`src/rtl/style_check_sched_pkg.sv`:
```
// Shared types and defaults for the style-check sequencer slice.
package style_check_pkg;

    localparam int NPROP_DEF = 8;
    localparam int CW_DEF    = 6;
    localparam int DW_DEF    = 5;
    // Result fields are sized for any reasonable NPROP; the top zero-extends into them.
    localparam int RW        = 16;

    typedef enum logic [1:0] {
        IDLE = 2'd0,
        SCAN = 2'd1,
        DISP = 2'd2,
        DONE = 2'd3
    } state_e;

    typedef struct packed {
        logic [RW-1:0] prim_count;
        logic [RW-1:0] first_prim;
        logic          display_ok;
    } result_t;

endpackage

```
`src/rtl/style_check_sched_if.sv`:
```
// Descriptor-in / result-out bus between the style pipeline and the check sequencer.
interface style_check_sched_if
    import style_check_pkg::*;
#(
    parameter int NPROP = NPROP_DEF,
    parameter int CW    = CW_DEF,
    parameter int DW    = DW_DEF,
    parameter int IW    = $clog2(NPROP + 1)
);
    // Both channels are strict valid/ready: a transfer happens on a rising clk edge
    // where valid && ready; valid may not drop and payload may not change until then.
    logic                in_valid;
    logic                in_ready;
    logic                in_element_valid;
    logic                in_is_svg;
    logic [CW-1:0]       in_style_type;
    logic [DW-1:0]       in_display;
    logic [NPROP*CW-1:0] in_class_types;
    logic [IW-1:0]       in_count;

    logic                out_valid;
    logic                out_ready;
    logic [IW-1:0]       out_prim_count;
    logic [IW-1:0]       out_first_prim;
    logic                out_display_ok;

    modport master (
        output in_valid, in_element_valid, in_is_svg, in_style_type, in_display,
               in_class_types, in_count, out_ready,
        input  in_ready, out_valid, out_prim_count, out_first_prim, out_display_ok
    );

    modport slave (
        input  in_valid, in_element_valid, in_is_svg, in_style_type, in_display,
               in_class_types, in_count, out_ready,
        output in_ready, out_valid, out_prim_count, out_first_prim, out_display_ok
    );

endinterface

```
`src/rtl/style_check_sched_prim_scan.sv`:
```
// Walks the held class-type entries one per step through a single comparator,
// accumulating the match count and latching the first matching index.
module prim_scan_unit #(
    parameter int NPROP = 8,
    parameter int CW    = 6,
    parameter int IW    = $clog2(NPROP + 1)
) (
    input  logic                clk,
    input  logic                rst_n,
    input  logic                clear,
    input  logic                start,
    input  logic                step,
    input  logic [NPROP*CW-1:0] class_types,
    input  logic [IW-1:0]       count,
    input  logic [CW-1:0]       prim_class,
    output logic                last,
    output logic [IW-1:0]       prim_count,
    output logic [IW-1:0]       first_prim
);

    logic [IW-1:0] idx;
    logic [CW-1:0] entry;
    logic          match;

    always_comb begin
        entry = '0;
        for (int i = 0; i < NPROP; i++) begin
            if (idx == IW'(i)) begin
                entry = class_types[i*CW +: CW];
            end
        end
    end

    assign match = (entry == prim_class);
    // Only meaningful while stepping, where count is known to be non-zero.
    assign last  = (idx == count - IW'(1));

    always_ff @(posedge clk) begin
        if (!rst_n || clear || start) begin
            idx        <= '0;
            prim_count <= '0;
            first_prim <= IW'(NPROP);
        end else if (step) begin
            idx <= idx + IW'(1);
            if (match) begin
                prim_count <= prim_count + IW'(1);
                if (first_prim == IW'(NPROP)) begin
                    first_prim <= idx;
                end
            end
        end
    end

endmodule

```
`src/rtl/style_check_sched.sv`:
```
// Serialises per-element style checks: one class-type compare per cycle, then a
// single display-validity evaluation, returning one result record per descriptor.
module style_check_sched
    import style_check_pkg::*;
#(
    parameter int NPROP = NPROP_DEF,
    parameter int CW    = CW_DEF,
    parameter int DW    = DW_DEF,
    parameter int IW    = $clog2(NPROP + 1)
) (
    input  logic                clk,
    input  logic                rst_n,
    input  logic                flush,
    input  logic [CW-1:0]       cfg_primitive_class,
    input  logic [CW-1:0]       cfg_nopseudo,
    input  logic [DW-1:0]       cfg_none,
    input  logic [DW-1:0]       cfg_inline,
    input  logic [DW-1:0]       cfg_block,
    style_check_sched_if.slave  bus,
    output logic [1:0]          dbg_state,
    output result_t             dbg_result
);

    localparam logic [1:0] S_IDLE = IDLE;
    localparam logic [1:0] S_SCAN = SCAN;
    localparam logic [1:0] S_DISP = DISP;
    localparam logic [1:0] S_DONE = DONE;

    logic [1:0]          state_q;
    logic                out_valid_q;
    logic [IW-1:0]       prim_q;
    logic [IW-1:0]       first_q;
    logic                ok_q;

    logic                h_element_valid;
    logic                h_is_svg;
    logic [CW-1:0]       h_style_type;
    logic [DW-1:0]       h_display;
    logic [NPROP*CW-1:0] h_class_types;
    logic [IW-1:0]       h_count;

    logic                accept;
    logic [IW-1:0]       count_c;
    logic                disp_ok;
    logic                scan_last;
    logic [IW-1:0]       scan_prim_count;
    logic [IW-1:0]       scan_first_prim;

    // Ready is withheld during reset/flush so an offered descriptor is never lost silently.
    assign bus.in_ready = rst_n && !flush && (state_q == S_IDLE);
    assign accept       = bus.in_valid && bus.in_ready;
    assign count_c      = (bus.in_count > IW'(NPROP)) ? IW'(NPROP) : bus.in_count;

    assign disp_ok = h_element_valid && h_is_svg && (h_style_type == cfg_nopseudo) &&
                     ((h_display == cfg_none) || (h_display == cfg_inline) ||
                      (h_display == cfg_block));

    prim_scan_unit #(.NPROP(NPROP), .CW(CW), .IW(IW)) u_scan (
        .clk         (clk),
        .rst_n       (rst_n),
        .clear       (flush),
        .start       (accept),
        .step        (state_q == S_SCAN),
        .class_types (h_class_types),
        .count       (h_count),
        .prim_class  (cfg_primitive_class),
        .last        (scan_last),
        .prim_count  (scan_prim_count),
        .first_prim  (scan_first_prim)
    );

    always_ff @(posedge clk) begin
        if (!rst_n || flush) begin
            state_q         <= S_IDLE;
            out_valid_q     <= 1'b0;
            prim_q          <= '0;
            first_q         <= IW'(NPROP);
            ok_q            <= 1'b0;
            h_element_valid <= 1'b0;
            h_is_svg        <= 1'b0;
            h_style_type    <= '0;
            h_display       <= '0;
            h_class_types   <= '0;
            h_count         <= '0;
        end else begin
            case (state_q)
                S_IDLE: begin
                    if (accept) begin
                        h_element_valid <= bus.in_element_valid;
                        h_is_svg        <= bus.in_is_svg;
                        h_style_type    <= bus.in_style_type;
                        h_display       <= bus.in_display;
                        h_class_types   <= bus.in_class_types;
                        h_count         <= count_c;
                        state_q         <= (count_c != '0) ? S_SCAN : S_DISP;
                    end
                end
                S_SCAN: begin
                    if (scan_last) begin
                        state_q <= S_DISP;
                    end
                end
                S_DISP: begin
                    prim_q  <= scan_prim_count;
                    first_q <= scan_first_prim;
                    ok_q    <= disp_ok;
                    state_q <= S_DONE;
                end
                S_DONE: begin
                    // First DONE cycle publishes the record; later cycles wait for the consumer.
                    if (!out_valid_q) begin
                        out_valid_q <= 1'b1;
                    end else if (bus.out_ready) begin
                        out_valid_q <= 1'b0;
                        state_q     <= S_IDLE;
                    end
                end
                default: state_q <= S_IDLE;
            endcase
        end
    end

    assign bus.out_valid      = out_valid_q;
    assign bus.out_prim_count = prim_q;
    assign bus.out_first_prim = first_q;
    assign bus.out_display_ok = ok_q;

    assign dbg_state  = state_q;
    assign dbg_result = '{prim_count: RW'(prim_q), first_prim: RW'(first_q), display_ok: ok_q};

endmodule

```
`src/flat_wrapper.sv`:
```
// flat-port wrapper written by rule: the top's interface ports become plain ports
module style_check_sched_flat import style_check_pkg::*;
#(
    parameter int NPROP = NPROP_DEF,
    parameter int CW    = CW_DEF,
    parameter int DW    = DW_DEF,
    parameter int IW    = $clog2(NPROP + 1)
)
  (clk, rst_n, flush, cfg_primitive_class, cfg_nopseudo, cfg_none, cfg_inline, cfg_block, dbg_state, dbg_result, bus_in_valid, bus_in_element_valid, bus_in_is_svg, bus_in_style_type, bus_in_display, bus_in_class_types, bus_in_count, bus_out_ready, bus_in_ready, bus_out_valid, bus_out_prim_count, bus_out_first_prim, bus_out_display_ok);
  style_check_sched_if #(.NPROP(NPROP), .CW(CW), .DW(DW), .IW(IW)) bus_i ();
  input  logic clk;
  input  logic rst_n;
  input  logic flush;
  input  logic [CW-1:0] cfg_primitive_class;
  input  logic [CW-1:0] cfg_nopseudo;
  input  logic [DW-1:0] cfg_none;
  input  logic [DW-1:0] cfg_inline;
  input  logic [DW-1:0] cfg_block;
  output logic [1:0] dbg_state;
  output result_t dbg_result;
  input wire logic [$bits(bus_i.in_valid)-1:0] bus_in_valid;
  input wire logic [$bits(bus_i.in_element_valid)-1:0] bus_in_element_valid;
  input wire logic [$bits(bus_i.in_is_svg)-1:0] bus_in_is_svg;
  input wire logic [$bits(bus_i.in_style_type)-1:0] bus_in_style_type;
  input wire logic [$bits(bus_i.in_display)-1:0] bus_in_display;
  input wire logic [$bits(bus_i.in_class_types)-1:0] bus_in_class_types;
  input wire logic [$bits(bus_i.in_count)-1:0] bus_in_count;
  input wire logic [$bits(bus_i.out_ready)-1:0] bus_out_ready;
  output wire logic [$bits(bus_i.in_ready)-1:0] bus_in_ready;
  output wire logic [$bits(bus_i.out_valid)-1:0] bus_out_valid;
  output wire logic [$bits(bus_i.out_prim_count)-1:0] bus_out_prim_count;
  output wire logic [$bits(bus_i.out_first_prim)-1:0] bus_out_first_prim;
  output wire logic [$bits(bus_i.out_display_ok)-1:0] bus_out_display_ok;
  assign bus_i.in_valid = bus_in_valid;
  assign bus_i.in_element_valid = bus_in_element_valid;
  assign bus_i.in_is_svg = bus_in_is_svg;
  assign bus_i.in_style_type = bus_in_style_type;
  assign bus_i.in_display = bus_in_display;
  assign bus_i.in_class_types = bus_in_class_types;
  assign bus_i.in_count = bus_in_count;
  assign bus_i.out_ready = bus_out_ready;
  assign bus_in_ready = bus_i.in_ready;
  assign bus_out_valid = bus_i.out_valid;
  assign bus_out_prim_count = bus_i.out_prim_count;
  assign bus_out_first_prim = bus_i.out_first_prim;
  assign bus_out_display_ok = bus_i.out_display_ok;
  style_check_sched #(.NPROP(NPROP), .CW(CW), .DW(DW), .IW(IW)) u_core (.clk(clk), .rst_n(rst_n), .flush(flush), .cfg_primitive_class(cfg_primitive_class), .cfg_nopseudo(cfg_nopseudo), .cfg_none(cfg_none), .cfg_inline(cfg_inline), .cfg_block(cfg_block), .bus(bus_i), .dbg_state(dbg_state), .dbg_result(dbg_result));
endmodule
```
`config.mk`:
```
export PLATFORM = sky130hd
export DESIGN_NAME = style_check_sched_flat
export DESIGN_NICKNAME = d
export VERILOG_FILES = /design/src/rtl/style_check_sched_pkg.sv /design/src/rtl/style_check_sched_if.sv /design/src/rtl/style_check_sched_prim_scan.sv /design/src/rtl/style_check_sched.sv /design/src/flat_wrapper.sv
export SDC_FILE = /design/constraint.sdc
export NUM_CORES = 1
export LEC_CHECK = 0
export BUFFER_PORTS_ARGS = -buffer_cell sky130_fd_sc_hd__clkbuf_2
export CAP_MARGIN = 20
export CORE_ASPECT_RATIO = 0.9
export CORE_MARGIN = 2
export CORE_UTILIZATION = 50
export DETAILED_ROUTE_END_ITERATION = 7
export PLACE_DENSITY = 0.85
export SYNTH_ARGS = -nofsm -noshare
export SYNTH_HDL_FRONTEND = slang
export SYNTH_SLANG_ARGS = --single-unit
export TNS_END_PERCENT = 30
```
`constraint.sdc`:
```
create_clock -name clk -period 3 [get_ports clk]
set_input_delay 0.45 -clock clk [delete_from_list [all_inputs] [get_ports clk]]
set_output_delay 0.45 -clock clk [all_outputs]
set_load 0.005 [all_outputs]
```
==> results of run 1 <==
-- repair_timing --
action                                  in CTS  in global routing
buffers inserted                             0                  0
resized for setup                            0                  4
endpoints found under the setup margin       0                  4
-- critical path: cells and delay by family, from the launching register on --
| kind | cells | cell delay, ns |
|---|---|---|
| fa+ha+maj | 1 | 0.23 |
| buf+inv | 2 | 0.29 |
| flops | 1 | 0.40 |
| compound gates | 4 | 0.57 |
| simple gates | 3 | 1.22 |
-- per-layer routing --
| layer | up-vias | routed length [um] |
|---|---|---|
| li1 | 2180 | - |
| met1 | 2015 | 5370 |
| met2 | 187 | 5610 |
| met3 | 17 | 916 |
| met4 | 0 | 167 |
| met5 | - | 0 |
-- worst paths after layout --
kind	startpoint	to	slack, ns	depth (start not counted)
worst max-delay path	u_core.u_scan.idx[1]$_SDFFE_PP0P_	u_core.u_scan.prim_count[3]$_SDFFE_PP0P_	0.20	10
worst min-delay path	bus_in_display[1]	u_core.h_display[1]$_SDFFE_PP0P_	0.27	3
worst max register to register	u_core.u_scan.idx[1]$_SDFFE_PP0P_	u_core.u_scan.prim_count[3]$_SDFFE_PP0P_	0.20	10
worst min register to register	u_core.h_is_svg$_SDFFE_PP0P_	u_core.h_is_svg$_SDFFE_PP0P_	0.47	2
-- cells in the mapped netlist, types with 4 or more instances --
library cell  count
inv_1            17
xnor2_1          18
dfxtp_1          89
mux2i_1          15
ha_1             10
o21ai_1           4
nor2b_1           9
nor2_1           22
clkbuf_1         22
nand2_1         140
nand2b_1          6
nand3b_1          9
nor4_1            5
a211oi_1          5
buf_4            39
xor2_1           15
o21ai_0          65
nand3_1           9
nor3_1            7
or3_1             5
a21oi_1          29
o31ai_1           6
a31oi_1           5
-- power by group through the flow --
stage	Combinational (mW)	Clock, mW	Sequential [mW]
after CTS	0.261	0.968	1.25
final	0.262	0.951	1.25
after global placement	0.251	0	1.27
after global routing	0.292	1.03	1.25
after detailed placement	0.259	0	1.27
after floorplan	0.175	0	1.26
-- flip-flops by register name (all words and copies together), names as in the netlist, 2 cells and up --
name and flops:
u_core.h_display 5, u_core.h_style_type 6, u_core.bus.out_prim_count 4, u_core.u_scan.first_prim 4
u_core.u_scan.prim_count 4, u_core.dbg_state 2, u_core.h_class_types 48, u_core.h_count 4
u_core.bus.out_first_prim 4, u_core.u_scan.idx 4
-- placed cells by master, fill, tap and decap left out, types with 3 or more instances in the layout --
| master | instances |
|---|---|
| or3_1 | 5 |
| inv_1 | 17 |
| mux2i_1 | 15 |
| nand3b_1 | 9 |
| nor2_1 | 22 |
| xnor2_1 | 18 |
| nor2b_1 | 8 |
| nand4_1 | 3 |
| nor3_1 | 6 |
| buf_4 | 14 |
| a31oi_1 | 5 |
| nand2b_1 | 6 |
| o21ai_0 | 65 |
| a211oi_1 | 5 |
| conb_1 | 24 |
| ha_1 | 10 |
| clkbuf_8 | 10 |
| or4_1 | 3 |
| nand2_1 | 140 |
| xor2_1 | 15 |
| o21ai_1 | 4 |
| o31ai_1 | 6 |
| nand3_1 | 9 |
| nor4_1 | 4 |
| a21oi_1 | 29 |
| dfxtp_1 | 87 |
| clkbuf_2 | 118 |
| o21a_1 | 3 |
-- metrics by stage --
| step | worst slack (ns) | hold WS (ns) |
|---|---|---|
| floorplan | 0.377 | 0.429 |
| global placement | 0.231 | 0.447 |
| detailed placement | 0.142 | 0.458 |
| CTS | 0.0285 | 0.262 |
| global route | 0.0430 | 0.266 |
| finish | 0.197 | 0.271 |
-- kinds of logic (layout without fill, tap and decap cells) --
family	Yosys count	after routing	synth area share (%)
and+or+nand+nor	232	232	22.9
AOI/OAI and AO/OA	135	135	17.1
DFF	89	89	37.4
buffers and inverters	86	167	10.2
xor gates and xnor gates	33	33	6.06
muxes	16	16	3.62
adders and majority gates	10	10	2.62
other	1	24	0.0787
-- final cells by class --
type / instances / area [sq um]
timing repair buffer: 134 / 736
clock buffer: 10 / 138
tap: 122 / 153
inverter: 17 / 63.8
fill: 861 / 3630
sequential: 89 / 1780
clock inverter: 6 / 97.6
multi-input combinational: 450 / 2610
==> metrics.yaml, run 1 <==
status:
  status: "completed"
global_route:
  grt_overflow: 0
  grt_max_degree: 126
  met3_usage_pct: 5.05
  use_met2_pct: 38.3
  grt_util_met1_pct: 32.3
  grt.busiest_layer: "met2"
  antenna_found_initial: 0
  grt_pass1_wl_um: 20000
  grt_pass1_vias: 4181
  grt_usage_pct: 23.8
route:
  first_iter_violations: 306
  drt_first_pass_iters: 5
  drtAntennaViolNets: 0
  drc: 0
  viasPerCell: 5.31
  via_count: 4399
  wl_per_cell_um: 14.6
  drt_wl_total_um: 12100
sta:
  grt_setup_unrepaired: "false"
  slew_violations: 0
  fin_crit_sh_pct: 93.4
  setup_viol: 0
  clock_skew_ns: 0.0110
  hold_violations: 0
  worst_pin_slew_ns: 0.620
  slew-limit-headroom_pct: 58.6
  fin_crit_ns: 2.80
  max_freq_mhz: 357
  fin_tns_setup_ns: 0
finish:
  num_antenna_cells: 0
  drive_above_1_share_pct: 23.4
  instances_no_fill: 828
  syn2layout_area_growth_pct: 17.0
  fin_util_pct: 60.6
  num-nets-final: 808
  design_area_sq_mm: 0.00558
yosys:
  synth_seq_cells: 89
  synth_area_sq_mm: 0.00477
  synth_top_area_cell: "dfxtp_1"
  synth-main-ff-cell: "dfxtp_1"
  synth_edf_count: 0
  synthCells: 602
  ys_seq_area_share_pct: 37.4
  ys_top_cells_by_area: "dfxtp_1, nand2_1, o21ai_0"
  ys_types: 56
  netlist.area_leader.share_pct: 37.4
  ys_warn_count: 0
  avgSynthCellArea_sq_um: 7.92
  async_flop_share_pct: 0
worst_setup_path:
  cpMaxStageDelayCell: "or4_1"
  crit_path_end_kind: "register"
  required_ns: 3.29
  slowest_delay_ns: 0.52
  arrival_ns: 3.09
  crit_fanout: 15
  cp-start-kind: "register"
  cp_cell_sequence: "inv_1 -> ha_1 -> buf_4 -> a21oi_1 -> a221oi_2 -> or4_1 -> o311ai_4 -> nand4_4 -> or4_1 -> a21oi_1"
  crit_type: "reg -> reg"
power_and_ir_drop:
  p_leak_nw: 2.24
  p_total_mw: 2.46
  p_comb_share_pct: 10.6
  p_sw_share_pct: 25.2
  ir_drop_mv: 0.334
  power_frac_clock_pct: 38.6
  intPower_mw: 1.84
  p_switching_uw: 619
  cellPowerDensity_mw_per_mm2: 441
  seqPwrFrac_pct: 50.7
job:
  drv_cap: 0
clock_tree:
  htreeDepth: 3
  cts_made_buffers: 9
  cts_tree: "done"
  clock_latency_ns: 0.37
  clock-root-buffer: "clkbuf_8"
  clk_pin_slew_ns: 0.09
  ctsLongestPathBuffers: 2
  ctsHoldBuffers: 0
  cts.sinks: 89
die:
  fp.dieH_um: 96.6
  core_sq_mm: 0.00921
  dieArea_sq_mm: 0.0103
  ios: 143
  fp-row-count: 33
  start_util_pct: 51.8
  dieWidth_um: 107
placement:
  io_buffer_count: 118
  place.gp.congestion: 0.991
  place_area_sq_mm: 0.00533
  dp_hpwl_um: 9170
  dp_cells: 812
min_path:
  hold_class: "in -> reg"
Note: power is estimated with default switching activity, not from simulation.
==> run 2, diff against run 1 <==
==> constraint.sdc (replaced) <==
create_clock -name clk -period 3.2 [get_ports clk]
set_input_delay 0.48 -clock clk [delete_from_list [all_inputs] [get_ports clk]]
set_output_delay 0.48 -clock clk [all_outputs]
set_load 0.005 [all_outputs]
==> metrics.yaml, run 2 (synthesis gave the netlist of run 1 again) <==
status:
  status: "completed"
worst_setup_path:
  required_ns: 3.48
  arrival_ns: 3.28
  cp-start-kind: "register"
  crit_fanout: 18
  crit_path_end_kind: "register"
  crit_type: "reg -> reg"
  r2r-start: "u_core.u_scan.idx[1]$_SDFFE_PP0P_"
  startpoint: "u_core.u_scan.idx[1]$_SDFFE_PP0P_"
route:
  drt_first_pass_iters: 5
  wl_per_cell_um: 14.2
  drt_wl_total_um: 11700
  drtAntennaViolNets: 0
  viasPerCell: 5.18
  drc: 0
  first_iter_violations: 276
  via_count: 4253
clock_tree:
  clk_pin_slew_ns: 0.09
  clock-root-buffer: "clkbuf_8"
  cts_made_buffers: 9
  cts_tree: "done"
  clock_latency_ns: 0.37
  htreeDepth: 3
  cts_setup_buffers: 0
  ctsHoldBuffers: 0
  ctsLongestPathBuffers: 2
  cts-resized-gates: 0
  cts.sinks: 89
finish:
  layout_common_cells: "nand2_1, clkbuf_2, dfxtp_1"
  num_antenna_cells: 0
  num-nets-final: 801
  syn2layout_area_growth_pct: 14.7
  final_common_cell: "nand2_1"
  largest_register_ff_count: 48
  reg.largest.list: "u_core.h_class_types: 48 flops, u_core.h_style_type: 6 flops, u_core.h_display: 5 flops"
  drive_above_1_share_pct: 21.9
  design_area_sq_mm: 0.00547
  fillCellCount: 845
  fin_util_pct: 59.4
  largest-register: "u_core.h_class_types"
placement:
  place.gp.congestion: 0.948
  io_buffer_count: 118
  dp_slack_ns: 0.260
  place_area_sq_mm: 0.00527
  dp_hpwl_um: 9040
job:
  drv_cap: 0
sta:
  setup_ws_ns: 0.202
  holdWs_ns: 0.302
  fin_crit_sh_pct: 93.7
  clock_skew_ns: 0.0125
  worst_pin_slew_ns: 0.609
  slew-limit-headroom_pct: 59.4
  hold_violations: 0
  fin_tns_setup_ns: 0
  fin_crit_ns: 3.00
  grt_setup_unrepaired: "false"
  max_freq_mhz: 334
  setup_viol: 0
  slew_violations: 0
global_route:
  grt_pass1_vias: 3896
  grt_overflow: 0
  antenna_found_initial: 0
  grt_usage_pct: 23.0
  grt_max_degree: 86
  grt_pass1_wl_um: 19000
power_and_ir_drop:
  p_leak_nw: 2.17
  cellPowerDensity_mw_per_mm2: 403
  ir_drop_mv: 0.347
die:
  fp.dieH_um: 96.6
  start_util_pct: 51.8
  fp-row-count: 33
  ios: 143
  dieWidth_um: 107
  core_sq_mm: 0.00921
  dieArea_sq_mm: 0.0103
min_path:
  hold_start: "bus_in_class_types[6]"
  hold_class: "in -> reg"
==> run 2: cell types whose count changed in the layout (fill, tap and decap cells not counted), sizes merged <==
cell / delta
bufinv: -1
clkbuf: +1
buf: -7
clkinvlp: +2
inv: -2
==> run 2: path summary, 6_finish.rpt <==
check                                        endpoint  slack, ns  cells past startpoint
min              u_core.h_class_types[6]$_SDFFE_PP0P_       0.30                      3
max reg2reg  u_core.u_scan.prim_count[3]$_SDFFE_PP0P_       0.20                      9
min reg2reg     u_core.h_class_types[27]$_SDFFE_PP0P_       0.46                      2
max          u_core.u_scan.prim_count[3]$_SDFFE_PP0P_       0.20                      9
==> run 2: stage by stage <==
step                      total power [mW]  cells
final                                 2.20    821
after global routing                  2.30    821
after detailed placement              1.44    805
after floorplan                       1.35    625
after CTS                             2.22    821
after global placement                1.43    805
==> run 2: layout make-up <==
type	instances	area, sq um	area share, %
repair buffers	127	671	12.3
inverters	17	63.8	1.17
well taps	122	153	2.79
clock buffers	11	141	2.59
flip-flops and latches	89	1780	32.6
multi-input cells	450	2600	47.5
clock inverters	5	62.6	1.14
==> run 2: power by group <==
group          switching (mW)  total (mW)  leakage (nW)  internal, mW
logic                   0.133       0.243          1.35         0.110
registers              0.0270        1.17         0.723          1.14
clock network           0.404       0.790        0.0962         0.386
==> run 2: routing by layer <==
metal	vias up	GRT usage (%)	share of wire [%]
met5	-	0	0
li1	2173	-	-
met4	0	6.49	1.4
met2	160	35.5	45
met1	1906	32.1	47
met3	14	5.46	6.8
==> run 2: critical path, cell delays in order, from the launching register on <==
cell and delay [ns]:
dfxtp_1 0.45, ha_1 0.57, buf_4 0.25, and3b_1 0.16, o21ai_1 0.08, and3_1 0.20
mux2i_1 0.22, nand4_2 0.25, or4_1 0.56, a21oi_1 0.17
